===== config.mk =====
export PLATFORM = sky130hd
export DESIGN_NAME = uart_tx_sched_flat
export DESIGN_NICKNAME = d
export VERILOG_FILES = /design/src/rtl/uart_pkg.sv /design/src/rtl/uart_tx_sched_if.sv /design/src/rtl/uart_rr_pick.sv /design/src/rtl/uart_tx_sched.sv /design/src/flat_wrapper.sv
export SDC_FILE = /design/constraint.sdc
export NUM_CORES = 1
export LEC_CHECK = 0
export ABC_AREA = 1
export ABC_CLOCK_PERIOD_IN_PS = 2100
export BUFFER_PORTS_ARGS = -buffer_cell sky130_fd_sc_hd__buf_4
export CAP_MARGIN = 20
export CORE_ASPECT_RATIO = 0.6
export CORE_UTILIZATION = 24
export DETAILED_ROUTE_END_ITERATION = 12
export GPL_TIMING_DRIVEN = 0
export SKIP_CTS_REPAIR_TIMING = 1
export SLEW_MARGIN = 40
export SYNTH_ARGS = -nofsm -noshare
export SYNTH_HDL_FRONTEND = slang
export SYNTH_SLANG_ARGS = --single-unit

===== constraint.sdc =====
create_clock -name clk -period 2.1 [get_ports clk]
set_input_delay 0.21 -clock clk [delete_from_list [all_inputs] [get_ports clk]]
set_output_delay 0.21 -clock clk [all_outputs]
set_load 0.01 [all_outputs]

===== src/rtl/uart_pkg.sv =====
// ============================================================================
// uart_pkg : shared state encoding and sizing helper for the UART TX scheduler
// Revision : 1.0
// ============================================================================
`default_nettype none

package uart_pkg;

  typedef enum logic [1:0] {
    ST_IDLE      = 2'd0,
    ST_ISSUE     = 2'd1,
    ST_WAIT_DONE = 2'd2,
    ST_HOLD      = 2'd3
  } state_t;

  function automatic int grant_w(input int n);
    return (n <= 2) ? 1 : $clog2(n);
  endfunction

endpackage

`default_nettype wire


===== src/rtl/uart_tx_sched_if.sv =====
// ============================================================================
// uart_tx_sched_if : requester handshake plus transmitter control bundle
// Revision : 1.0
// ============================================================================
`default_nettype none

interface uart_tx_sched_if
  import uart_pkg::*;
#(
  parameter int NUM_REQ = 4,
  parameter int GRANT_W = grant_w(NUM_REQ)
) ();

  logic [NUM_REQ-1:0]   req_valid;
  logic [8*NUM_REQ-1:0] req_byte;
  logic [NUM_REQ-1:0]   req_last;
  logic [NUM_REQ-1:0]   req_ready;
  logic                 tx_valid;
  logic [7:0]           tx_byte;
  logic                 tx_busy;
  logic                 tx_done;
  logic [GRANT_W-1:0]   grant_id;
  logic                 sched_busy;

  modport master (
    output req_valid, req_byte, req_last, tx_busy, tx_done,
    input  req_ready, tx_valid, tx_byte, grant_id, sched_busy
  );

  modport slave (
    input  req_valid, req_byte, req_last, tx_busy, tx_done,
    output req_ready, tx_valid, tx_byte, grant_id, sched_busy
  );

endinterface

`default_nettype wire


===== src/rtl/uart_rr_pick.sv =====
// ============================================================================
// uart_rr_pick : combinational round-robin pick starting after the last grant
// Revision : 1.0
// ============================================================================
`default_nettype none

module uart_rr_pick
  import uart_pkg::*;
#(
  parameter int NUM_REQ = 4,
  parameter int GRANT_W = grant_w(NUM_REQ)
) (
  input  wire logic [NUM_REQ-1:0] i_req,
  input  wire logic [GRANT_W-1:0] i_last,
  output logic      [GRANT_W-1:0] o_pick,
  output logic                    o_any
);

  // Scan farthest-first so the nearest set bit after i_last wins.
  always_comb begin
    o_pick = '0;
    o_any  = 1'b0;
    for (int k = NUM_REQ; k >= 1; k--) begin
      logic [GRANT_W-1:0] w_idx;
      w_idx = GRANT_W'((int'(i_last) + k) % NUM_REQ);
      if (i_req[w_idx]) begin
        o_pick = w_idx;
        o_any  = 1'b1;
      end
    end
  end

endmodule

`default_nettype wire


===== src/rtl/uart_tx_sched.sv =====
// ============================================================================
// uart_tx_sched : round-robin sharing of one uart_tx among NUM_REQ producers,
//                 with optional packet lock and lock timeout
// Revision : 1.0
// ============================================================================
`default_nettype none

module uart_tx_sched
  import uart_pkg::*;
#(
  parameter int NUM_REQ      = 4,
  parameter int LOCK_EN      = 1,
  parameter int LOCK_TIMEOUT = 65535
) (
  input  wire logic   clk,
  input  wire logic   reset_n,
  uart_tx_sched_if.slave bus
);

  localparam int          GRANT_W   = grant_w(NUM_REQ);
  localparam logic [15:0] c_TO_LAST = (LOCK_TIMEOUT <= 1) ? 16'd0 : 16'(LOCK_TIMEOUT - 1);

  state_t               r_state;
  state_t               w_state_nx;
  logic [7:0]           r_tx_byte;
  logic [GRANT_W-1:0]   r_grant;
  logic [GRANT_W-1:0]   r_last_grant;
  logic                 r_lock_end;
  logic                 r_done_q;
  logic [15:0]          r_cnt;

  logic [NUM_REQ-1:0]   w_ready;
  logic                 w_take;
  logic [GRANT_W-1:0]   w_sel;
  logic [GRANT_W-1:0]   w_pick;
  logic                 w_any;
  logic                 w_done_rise;

  uart_rr_pick #(
    .NUM_REQ (NUM_REQ),
    .GRANT_W (GRANT_W)
  ) u_pick (
    .i_req  (bus.req_valid),
    .i_last (r_last_grant),
    .o_pick (w_pick),
    .o_any  (w_any)
  );

  assign w_done_rise = bus.tx_done & ~r_done_q;

  always_ff @(posedge clk or negedge reset_n) begin
    if (!reset_n) r_state <= ST_IDLE;
    else          r_state <= w_state_nx;
  end

  always_comb begin
    w_state_nx = r_state;
    w_ready    = '0;
    w_take     = 1'b0;
    w_sel      = r_grant;
    case (r_state)
      ST_IDLE: begin
        if (w_any) begin
          w_ready[w_pick] = 1'b1;
          w_take          = 1'b1;
          w_sel           = w_pick;
          w_state_nx      = ST_ISSUE;
        end
      end
      ST_ISSUE: begin
        if (bus.tx_busy) w_state_nx = ST_WAIT_DONE;
      end
      ST_WAIT_DONE: begin
        if (w_done_rise)
          w_state_nx = ((LOCK_EN != 0) && !r_lock_end) ? ST_HOLD : ST_IDLE;
      end
      ST_HOLD: begin
        if (bus.req_valid[r_grant]) begin
          w_ready[r_grant] = 1'b1;
          w_take           = 1'b1;
          w_state_nx       = ST_ISSUE;
        end else if (r_cnt == c_TO_LAST) begin
          w_state_nx = ST_IDLE;
        end
      end
      default: w_state_nx = ST_IDLE;
    endcase
  end

  always_ff @(posedge clk or negedge reset_n) begin
    if (!reset_n) begin
      r_tx_byte    <= '0;
      r_grant      <= '0;
      r_last_grant <= GRANT_W'(NUM_REQ - 1);
      r_lock_end   <= 1'b0;
      r_done_q     <= 1'b0;
      r_cnt        <= '0;
    end else begin
      r_done_q <= bus.tx_done;
      if (w_take) begin
        r_tx_byte    <= bus.req_byte[{w_sel, 3'b000} +: 8];
        r_grant      <= w_sel;
        r_last_grant <= w_sel;
        r_lock_end   <= bus.req_last[w_sel];
      end
      // Counter only runs while waiting in HOLD; any other state re-arms it.
      if (r_state != ST_HOLD)  r_cnt <= '0;
      else if (!w_take)        r_cnt <= r_cnt + 16'd1;
    end
  end

  assign bus.req_ready  = w_ready;
  assign bus.tx_valid   = (r_state == ST_ISSUE);
  assign bus.tx_byte    = r_tx_byte;
  assign bus.grant_id   = r_grant;
  assign bus.sched_busy = (r_state != ST_IDLE);

endmodule

`default_nettype wire


===== src/flat_wrapper.sv =====
// flat-port wrapper written by rule: the top's interface ports become plain ports
module uart_tx_sched_flat import uart_pkg::*;
#(
  parameter int NUM_REQ      = 4,
  parameter int LOCK_EN      = 1,
  parameter int LOCK_TIMEOUT = 65535
)
  (clk, reset_n, bus_req_valid, bus_req_byte, bus_req_last, bus_tx_busy, bus_tx_done, bus_req_ready, bus_tx_valid, bus_tx_byte, bus_grant_id, bus_sched_busy);
  uart_tx_sched_if #(.NUM_REQ(NUM_REQ), .GRANT_W((2))) bus_i ();
  input  wire logic clk;
  input  wire logic reset_n;
  input wire logic [$bits(bus_i.req_valid)-1:0] bus_req_valid;
  input wire logic [$bits(bus_i.req_byte)-1:0] bus_req_byte;
  input wire logic [$bits(bus_i.req_last)-1:0] bus_req_last;
  input wire logic [$bits(bus_i.tx_busy)-1:0] bus_tx_busy;
  input wire logic [$bits(bus_i.tx_done)-1:0] bus_tx_done;
  output wire logic [$bits(bus_i.req_ready)-1:0] bus_req_ready;
  output wire logic [$bits(bus_i.tx_valid)-1:0] bus_tx_valid;
  output wire logic [$bits(bus_i.tx_byte)-1:0] bus_tx_byte;
  output wire logic [$bits(bus_i.grant_id)-1:0] bus_grant_id;
  output wire logic [$bits(bus_i.sched_busy)-1:0] bus_sched_busy;
  assign bus_i.req_valid = bus_req_valid;
  assign bus_i.req_byte = bus_req_byte;
  assign bus_i.req_last = bus_req_last;
  assign bus_i.tx_busy = bus_tx_busy;
  assign bus_i.tx_done = bus_tx_done;
  assign bus_req_ready = bus_i.req_ready;
  assign bus_tx_valid = bus_i.tx_valid;
  assign bus_tx_byte = bus_i.tx_byte;
  assign bus_grant_id = bus_i.grant_id;
  assign bus_sched_busy = bus_i.sched_busy;
  uart_tx_sched #(.NUM_REQ(NUM_REQ), .LOCK_EN(LOCK_EN), .LOCK_TIMEOUT(LOCK_TIMEOUT)) u_core (.clk(clk), .reset_n(reset_n), .bus(bus_i));
endmodule

==> results of run 1 <==
[synth_stat cells, types with 2 or more instances]
| cell type | instances | share of area, % |
|---|---|---|
| nand3_1 | 57 | 12 |
| nand4_1 | 7 | 1.8 |
| xor2_1 | 4 | 1.5 |
| nor2_1 | 20 | 3.1 |
| o21ai_0 | 15 | 3.1 |
| ha_1 | 7 | 3.7 |
| dfstp_2 | 2 | 2.2 |
| nor4_1 | 2 | 0.52 |
| inv_2 | 2 | 0.31 |
| buf_6 | 2 | 0.94 |
| o31ai_1 | 4 | 1.3 |
| nand2_2 | 3 | 0.79 |
| buf_2 | 3 | 0.63 |
| a21oi_1 | 11 | 2.3 |
| inv_1 | 66 | 10 |
| nor3_1 | 7 | 1.5 |
| or2_2 | 5 | 1.3 |
| nand2_1 | 103 | 16 |
| dfrtp_1 | 30 | 31 |
| clkbuf_1 | 2 | 0.31 |
[report_power, final]
part	switching (mW)	internal (mW)	total, mW
Sequential	0.156	0.797	0.953
Clock	0.267	0.557	0.824
Combinational	2.13	1.61	3.74
[routing by layer]
layer	vias up	wire, um	part of all wire [%]
li1	1327	-	-
met1	1235	3720	50
met2	93	3090	42
met3	6	552	7.5
met4	0	41	0.55
met5	-	0	0
[registers in the layout, summed over array words and instances, names as in the netlist]
signal	cells
u_core.r_cnt	16
u_core.bus.tx_byte	8
u_core.bus.grant_id	2
u_core.r_last_grant	2
u_core.r_state	2
u_core.r_done_q	1
u_core.r_lock_end	1
[metrics by stage]
stage	setup WS (ns)	power (mW)	hold WS, ns
after floorplan	0.206	2.72	-0.0856
after global placement	-0.115	3.49	0.178
after detailed placement	-0.143	3.53	0.175
after CTS	-0.259	4.37	-0.122
after global routing	-0.289	5.98	0.0394
final	-0.179	5.52	0.0451
[cell families (layout without fill, tap and decap cells)]
| kind of cell | after synthesis | in the layout | share of synthesized area, % |
|---|---|---|---|
| fa+ha+maj | 7 | 7 | 3.67 |
| xor+xnor | 5 | 5 | 1.83 |
| buf+inv | 77 | 163 | 13.3 |
| compound gates | 35 | 35 | 8.70 |
| flops | 32 | 32 | 33.6 |
| simple gates | 208 | 208 | 38.9 |
[critical path: stages (launching register included)]
cell and delay, ns:
dfstp_2 0.52, buf_6 0.14, inv_8 0.05, nand2_1 0.05
nand4_1 0.19, o21ai_4 0.25, inv_2 0.08, nand3_4 0.11
inv_4 0.04, a22oi_2 0.12, nor2_1 0.08, buf_4 0.15
[layout make-up]
cell class / count / area, sq um
plain buffers: 8 / 72.6
clock buffers: 6 / 129
fillers: 979 / 5840
clock inverters: 2 / 35.0
multi-input cells: 255 / 1470
repair buffers: 78 / 637
inverters: 69 / 282
flip-flops and latches: 32 / 803
well taps: 130 / 163
[worst paths after layout]
path,from,to,slack [ns],cells after the start
worst max-delay path,u_core.r_last_grant[0]$_DFFE_PN1P_,bus_req_ready[0],-0.18,11
worst min register to register,u_core.r_cnt[2]$_DFFE_PN0P_,u_core.r_cnt[2]$_DFFE_PN0P_,0.50,1
worst min-delay path,bus_tx_done,u_core.r_done_q$_DFF_PN0_,0.05,1
max in group asynchronous,reset_n,u_core.r_last_grant[1]$_DFFE_PN1P_,1.37,2
min in group asynchronous,reset_n,u_core.r_done_q$_DFF_PN0_,0.40,2
worst max register to register,u_core.r_last_grant[0]$_DFFE_PN1P_,u_core.bus.tx_byte[6]$_DFFE_PN0P_,-0.11,17
[placed cells by master (no fill, tap or decap), types with 2 or more instances in the layout]
| cell type | Yosys | layout |
|---|---|---|
| a21oi_1 | 11 | 8 |
| nand2_1 | 103 | 89 |
| nor2_1 | 20 | 17 |
| nand3_1 | 57 | 50 |
| o31ai_2 | 0 | 2 |
| o21ai_2 | 0 | 3 |
| nand4_1 | 7 | 7 |
| dfrtp_1 | 30 | 30 |
| ha_1 | 7 | 7 |
| inv_1 | 66 | 62 |
| buf_8 | 0 | 2 |
| buf_6 | 2 | 6 |
| buf_4 | 1 | 73 |
| nor3_2 | 0 | 2 |
| nor3_1 | 7 | 5 |
| o21ai_1 | 0 | 5 |
| clkbuf_1 | 2 | 2 |
| nor4_1 | 2 | 2 |
| dfstp_2 | 2 | 2 |
| nand3_2 | 0 | 7 |
| o31ai_1 | 4 | 2 |
| nor2_4 | 0 | 4 |
| nand2_4 | 1 | 6 |
| a21oi_2 | 1 | 3 |
| inv_2 | 2 | 4 |
| o21ai_0 | 15 | 7 |
| xor2_1 | 4 | 4 |
| or2_2 | 5 | 4 |
| nand2_2 | 3 | 11 |
| clkbuf_16 | 0 | 6 |
==> summary.txt, run 1 <==
GRT
  – Met3 GRT Util: 5.12%
  – Largest net degree at the start of global routing: 33
  – Vias in the first global route: between 2000 and 2500
  – Antenna violations before repair: 0
  – Global routing met1 resource utilization: 20.8%
  – GRT Overall Usage: 14.3%
  – Met2 Usage GRT: 19.8%
  – First-pass GRT wire length: 11500 um
  – GR peak layer: met1
  – Gr ovfl total: 0

Yosys
  – Synthesized area per cell: about 6.6 sq um
  – YS warnings: 0
  – Post-synthesis sequential area ratio: 33.6%
  – Synth unique cells: 32
  – Post-synthesis async set-or-reset flop share: 100%
  – Post-synthesis net count: 415
  – Number of synthesized flops with an enable pin: 0
  – Post-Syn Area: around 0.0024 sq mm
  – Mapped Cells: 364
  – FF+latch count, synth: 32
  – Top_reg_cell synth: dfrtp_1

Layout
  – Share of layout cells above drive strength 1: 33.1%
  – Layout Cells excl Fill: 580
  – Area added between synthesis and finish: 50.2%
  – Diodes inserted: 0
  – Final #Nets: 500
  – Final design utilization: 38.1%
  – Post-route cell area: 0.00359 sq mm

CTS
  – Number of CTS-inserted buffers: 5
  – CTS H-tree lvls: 2
  – CTS Sinks: 32
  – Clock Tree Buf Depth: 2
  – Clock Latency Late Sink: 0.28 ns
  – Clock-pin slew on the worst setup and hold paths: 0.05 ns
  – CTS Root Cell: clkbuf_16
  – TritonCTS clock tree: done

Critical path
  – Worst setup path class: flip-flop to primary output
  – Crit path required time: 1.89 ns
  – CP Capture Type: primary output
  – Crit-path max FO: 9
  – CP arrival: 2.07 ns
  – Startpoint Class: flip-flop

Timing
  – Finish-stage setup viols: 18
  – Tightest Pin Transition: 0.548 ns
  – Final period utilization: 109%
  – Setup tns final: -1.47 ns
  – Final setup margin: -0.179 ns
  – Clock skew: 0.00661 ns
  – Worst rel slew slack: 63.4%
  – FMAX: 439 MHz
  – Final hold viol count: 0
  – Fin. max-slew vios: 0
  – Crit path time final: around 2.3 ns
  – RSZ-0062 raised after global routing: true

Floorplan
  – Die X: 131 um
  – Initial Utilization: 25.3%
  – Standard-cell row count: 27
  – Die H: 79.3 um
  – Die area: 0.0104 sq mm
  – IO Pins: 60
  – Core Area: 0.00943 sq mm

Place
  – Placed cell count: 553
  – DP Area: 0.00299 sq mm
  – I/O Buffers: 59
  – Detail Placement HPWL: 5290 um
  – Final GP Congestion: around 0.87

Status
  – Status: finished, violations left
  – Failing checks: negative setup slack

Pwr
  – Pwr dens: between 1500 and 2000 mW/mm^2
  – Leak pwr: about 1.8 nW
  – Maximum VDD drop: 0.000540 V

Routing
  – Detailed Route WL: 7410 um
  – Initial DRC count: 148
  – Via count: 2661
  – Residual DRC count: 0
  – Routed len/inst: 12.8 um
  – DR vias/cell: between 4 and 5
  – First-pass DRT Iterations: 5
  – Post-DRT Antenna Nets: 0

Run
  – Max-cap viol count: 0

Hold path
  – Worst Hold Class: primary input to flip-flop
(Power assumes the default switching activity.)
==> inputs of run 2 (changes only) <==
- CELL_PAD_IN_SITES_DETAIL_PLACEMENT: default -> 1
- CELL_PAD_IN_SITES_GLOBAL_PLACEMENT: default -> 1
- PLACE_DENSITY_LB_ADDON: default -> 0.1
==> summary.txt, run 2 (synthesis results as in run 1) <==
Critical path
  – CP arrival: 2.10 ns (+0.03 ns)
  – CP Capture Type: primary output
  – CP delay by family, top: buffers and inverters
  – Worst setup path class: flip-flop to primary output
  – Crit path launch: u_core.r_last_grant[0]$_DFFE_PN1P_
  – Worst R2R Start: u_core.r_last_grant[0]$_DFFE_PN1P_
  – Worst-case reg-to-reg path depth: 14 (-3)
  – Worst path max stage delay: 0.53 ns (about the same)
  – Crit-path max FO: 8 (-1)
  – RR Endpoint: u_core.bus.tx_byte[0]$_DFFE_PN0P_
  – Critical-path cell list: buf_8, buf_6, nand2_2, nand2_1, nand2_2, o21ai_4, inv_2, nand3_4, inv_2, a22oi_2, nor2_1, buf_4
  – R2R setup slack: -0.15 ns (-0.04 ns)
  – Crit path required time: 1.89 ns (about the same)
  – Crit path buf inv count: 5 (unchanged)
  – Crit-path slowest cell: dfstp_2
  – Startpoint Class: flip-flop

GRT
  – Largest net degree at the start of global routing: 33 (unchanged)
  – Antenna violations before repair: 0 (unchanged)
  – GRT Overall Usage: 16.5% (+2.2 points)
  – First-pass GRT wire length: 13100 um (+14%)
  – Vias in the first global route: 2557 (+6.9%)
  – Gr ovfl total: 0 (unchanged)

Layout
  – Share of layout cells above drive strength 1: 36.9% (+3.8 points)
  – Final #Nets: 500 (unchanged)
  – Most common cell after layout, fill and taps aside: nand2_1
  – Layout Cells excl Fill: 580 (unchanged)
  – Diodes inserted: 0 (unchanged)
  – Most frequent cells in the layout: nand2_1 (76), buf_4 (66), inv_1 (62)
  – Area added between synthesis and finish: 54.7%
  – Biggest register: u_core.r_cnt
  – FILL cells: 1166 (+19%)
  – Max reg flops: 16 (unchanged)

CTS
  – Clock Tree Buf Depth: 2 (unchanged)
  – Number of CTS-inserted buffers: 5 (unchanged)
  – Clock-pin slew on the worst setup and hold paths: 0.05 ns (about the same)
  – CTS Root Cell: clkbuf_16
  – TritonCTS clock tree: done
  – CTS H-tree lvls: 2 (unchanged)
  – Clock Latency Late Sink: 0.28 ns (about the same)
  – CTS Sinks: 32 (unchanged)

Timing
  – Fin. max-slew vios: 0 (unchanged)
  – Tightest Pin Transition: 0.566 ns (+0.0175 ns)
  – Final period utilization: 110% (+1.7 points)
  – RSZ-0062 raised after global routing: true
  – FMAX: 432 MHz (-1.5%)
  – Worst rel slew slack: 62.3% (-1.2 points)
  – Setup tns final: -1.60 ns (-0.129 ns)
  – Final setup margin: -0.215 ns (-0.0357 ns)
  – Final hold viol count: 0 (unchanged)
  – Crit path time final: 2.31 ns (+0.0357 ns)
  – Clock skew: 0.00442 ns (-0.00220 ns)
  – Finish-stage setup viols: 17 (-1)

Routing
  – DR vias/cell: 4.53 (-1.2%)
  – First-pass DRT Iterations: 4 (-1)
  – Post-DRT Antenna Nets: 0 (unchanged)
  – Residual DRC count: 0 (unchanged)
  – Detailed Route WL: 8620 um (+16%)
  – Initial DRC count: 119 (-20%)
  – Via count: 2629 (-1.2%)
  – Routed len/inst: 14.9 um (+16%)

Pwr
  – Pwr dens: 1600 mW/mm^2 (+4.0%)
  – Maximum VDD drop: 0.000473 V (-12%)
  – Total power: 5.92 mW (+7.2%)
  – Leak pwr: 1.86 nW (+2.4%)

Place
  – Final GP Congestion: 0.816 (-6.4%)
  – Placed cell count: 553 (unchanged)
  – I/O Buffers: 59 (unchanged)
  – Pre-CTS setup slack: -0.240 ns (-0.0964 ns)
  – Detail Placement HPWL: 6290 um (+19%)

Hold path
  – Hold Path End: u_core.r_done_q$_DFF_PN0_
  – Worst Hold Class: primary input to flip-flop
  – HP Start: bus_tx_done
  – WHS Path Cells: 1 (unchanged)

Floorplan
  – Die H: 79.3 um (unchanged)
  – IO Pins: 60 (unchanged)
  – Die area: 0.0104 sq mm (unchanged)
  – Die X: 131 um (unchanged)
  – Initial Utilization: 25.3% (unchanged)
  – Standard-cell row count: 27 (unchanged)
  – Core Area: 0.00943 sq mm (unchanged)

Run
  – Max-cap viol count: 0 (unchanged)

Status
  – Status: finished, violations left
  – Failing checks: negative setup slack
## run 2: worst max path at each step
stage,cells past startpoint,slack (ns),end
2_1_floorplan,12,0.21,u_core.bus.tx_byte[6]$_DFFE_PN0P_
3_3_place_gp,11,-0.22,u_core.bus.tx_byte[0]$_DFFE_PN0P_
3_5_place_dp,11,-0.24,u_core.bus.tx_byte[6]$_DFFE_PN0P_
4_1_cts,11,-0.35,bus_req_ready[0]
5_1_grt,12,-0.34,bus_req_ready[0]
6_report,12,-0.21,bus_req_ready[0]
## run 2: cell type report
type                       instances  area [sq um]  share of cell area [%]
multi-input combinational        255          1530                    41.4
sequential                        32           803                    21.7
timing repair buffer              78           683                    18.5
inverter                          69           282                    7.62
tap                              130           163                    4.40
clock buffer                       8           146                    3.96
buffer                             8          87.6                    2.37
## run 2: layer usage
layer	share of wire [%]	wire, um	vias to the layer above	global-route usage (%)
met4	0.53	46	0	2.41
met3	5.2	451	6	4.92
li1	-	-	1327	-
met2	39	3360	64	22.5
met1	55	4760	1232	25.2
met5	0	0	-	0
## run 2: per-stage QoR
stage	util, %	hold WS, ns	instance area, sq um
floorplan	-	-0.0856	2390
global placement	31.8	0.191	2990
detailed placement	31.8	0.189	2990
CTS	33.3	-0.108	3140
global route	39.2	0.0440	3700
finish	39.2	0.0512	3700
## run 2: worst register-to-register path, cell delays in order (launching register included)
cell and delay (ns):
dfstp_2 0.53, buf_8 0.14, buf_6 0.11, nand2_2 0.05, nand2_1 0.10, nand2_2 0.08, o21ai_4 0.22, inv_2 0.09
nand3_4 0.09, buf_8 0.14, nand2_8 0.08, buf_4 0.14, or2_4 0.22, nand3_2 0.07, nand3_2 0.07
## run 2: where the power goes
| group | switching (mW) | internal, mW |
|---|---|---|
| logic | 2.35 | 1.88 |
| clock network | 0.260 | 0.472 |
| registers | 0.157 | 0.797 |
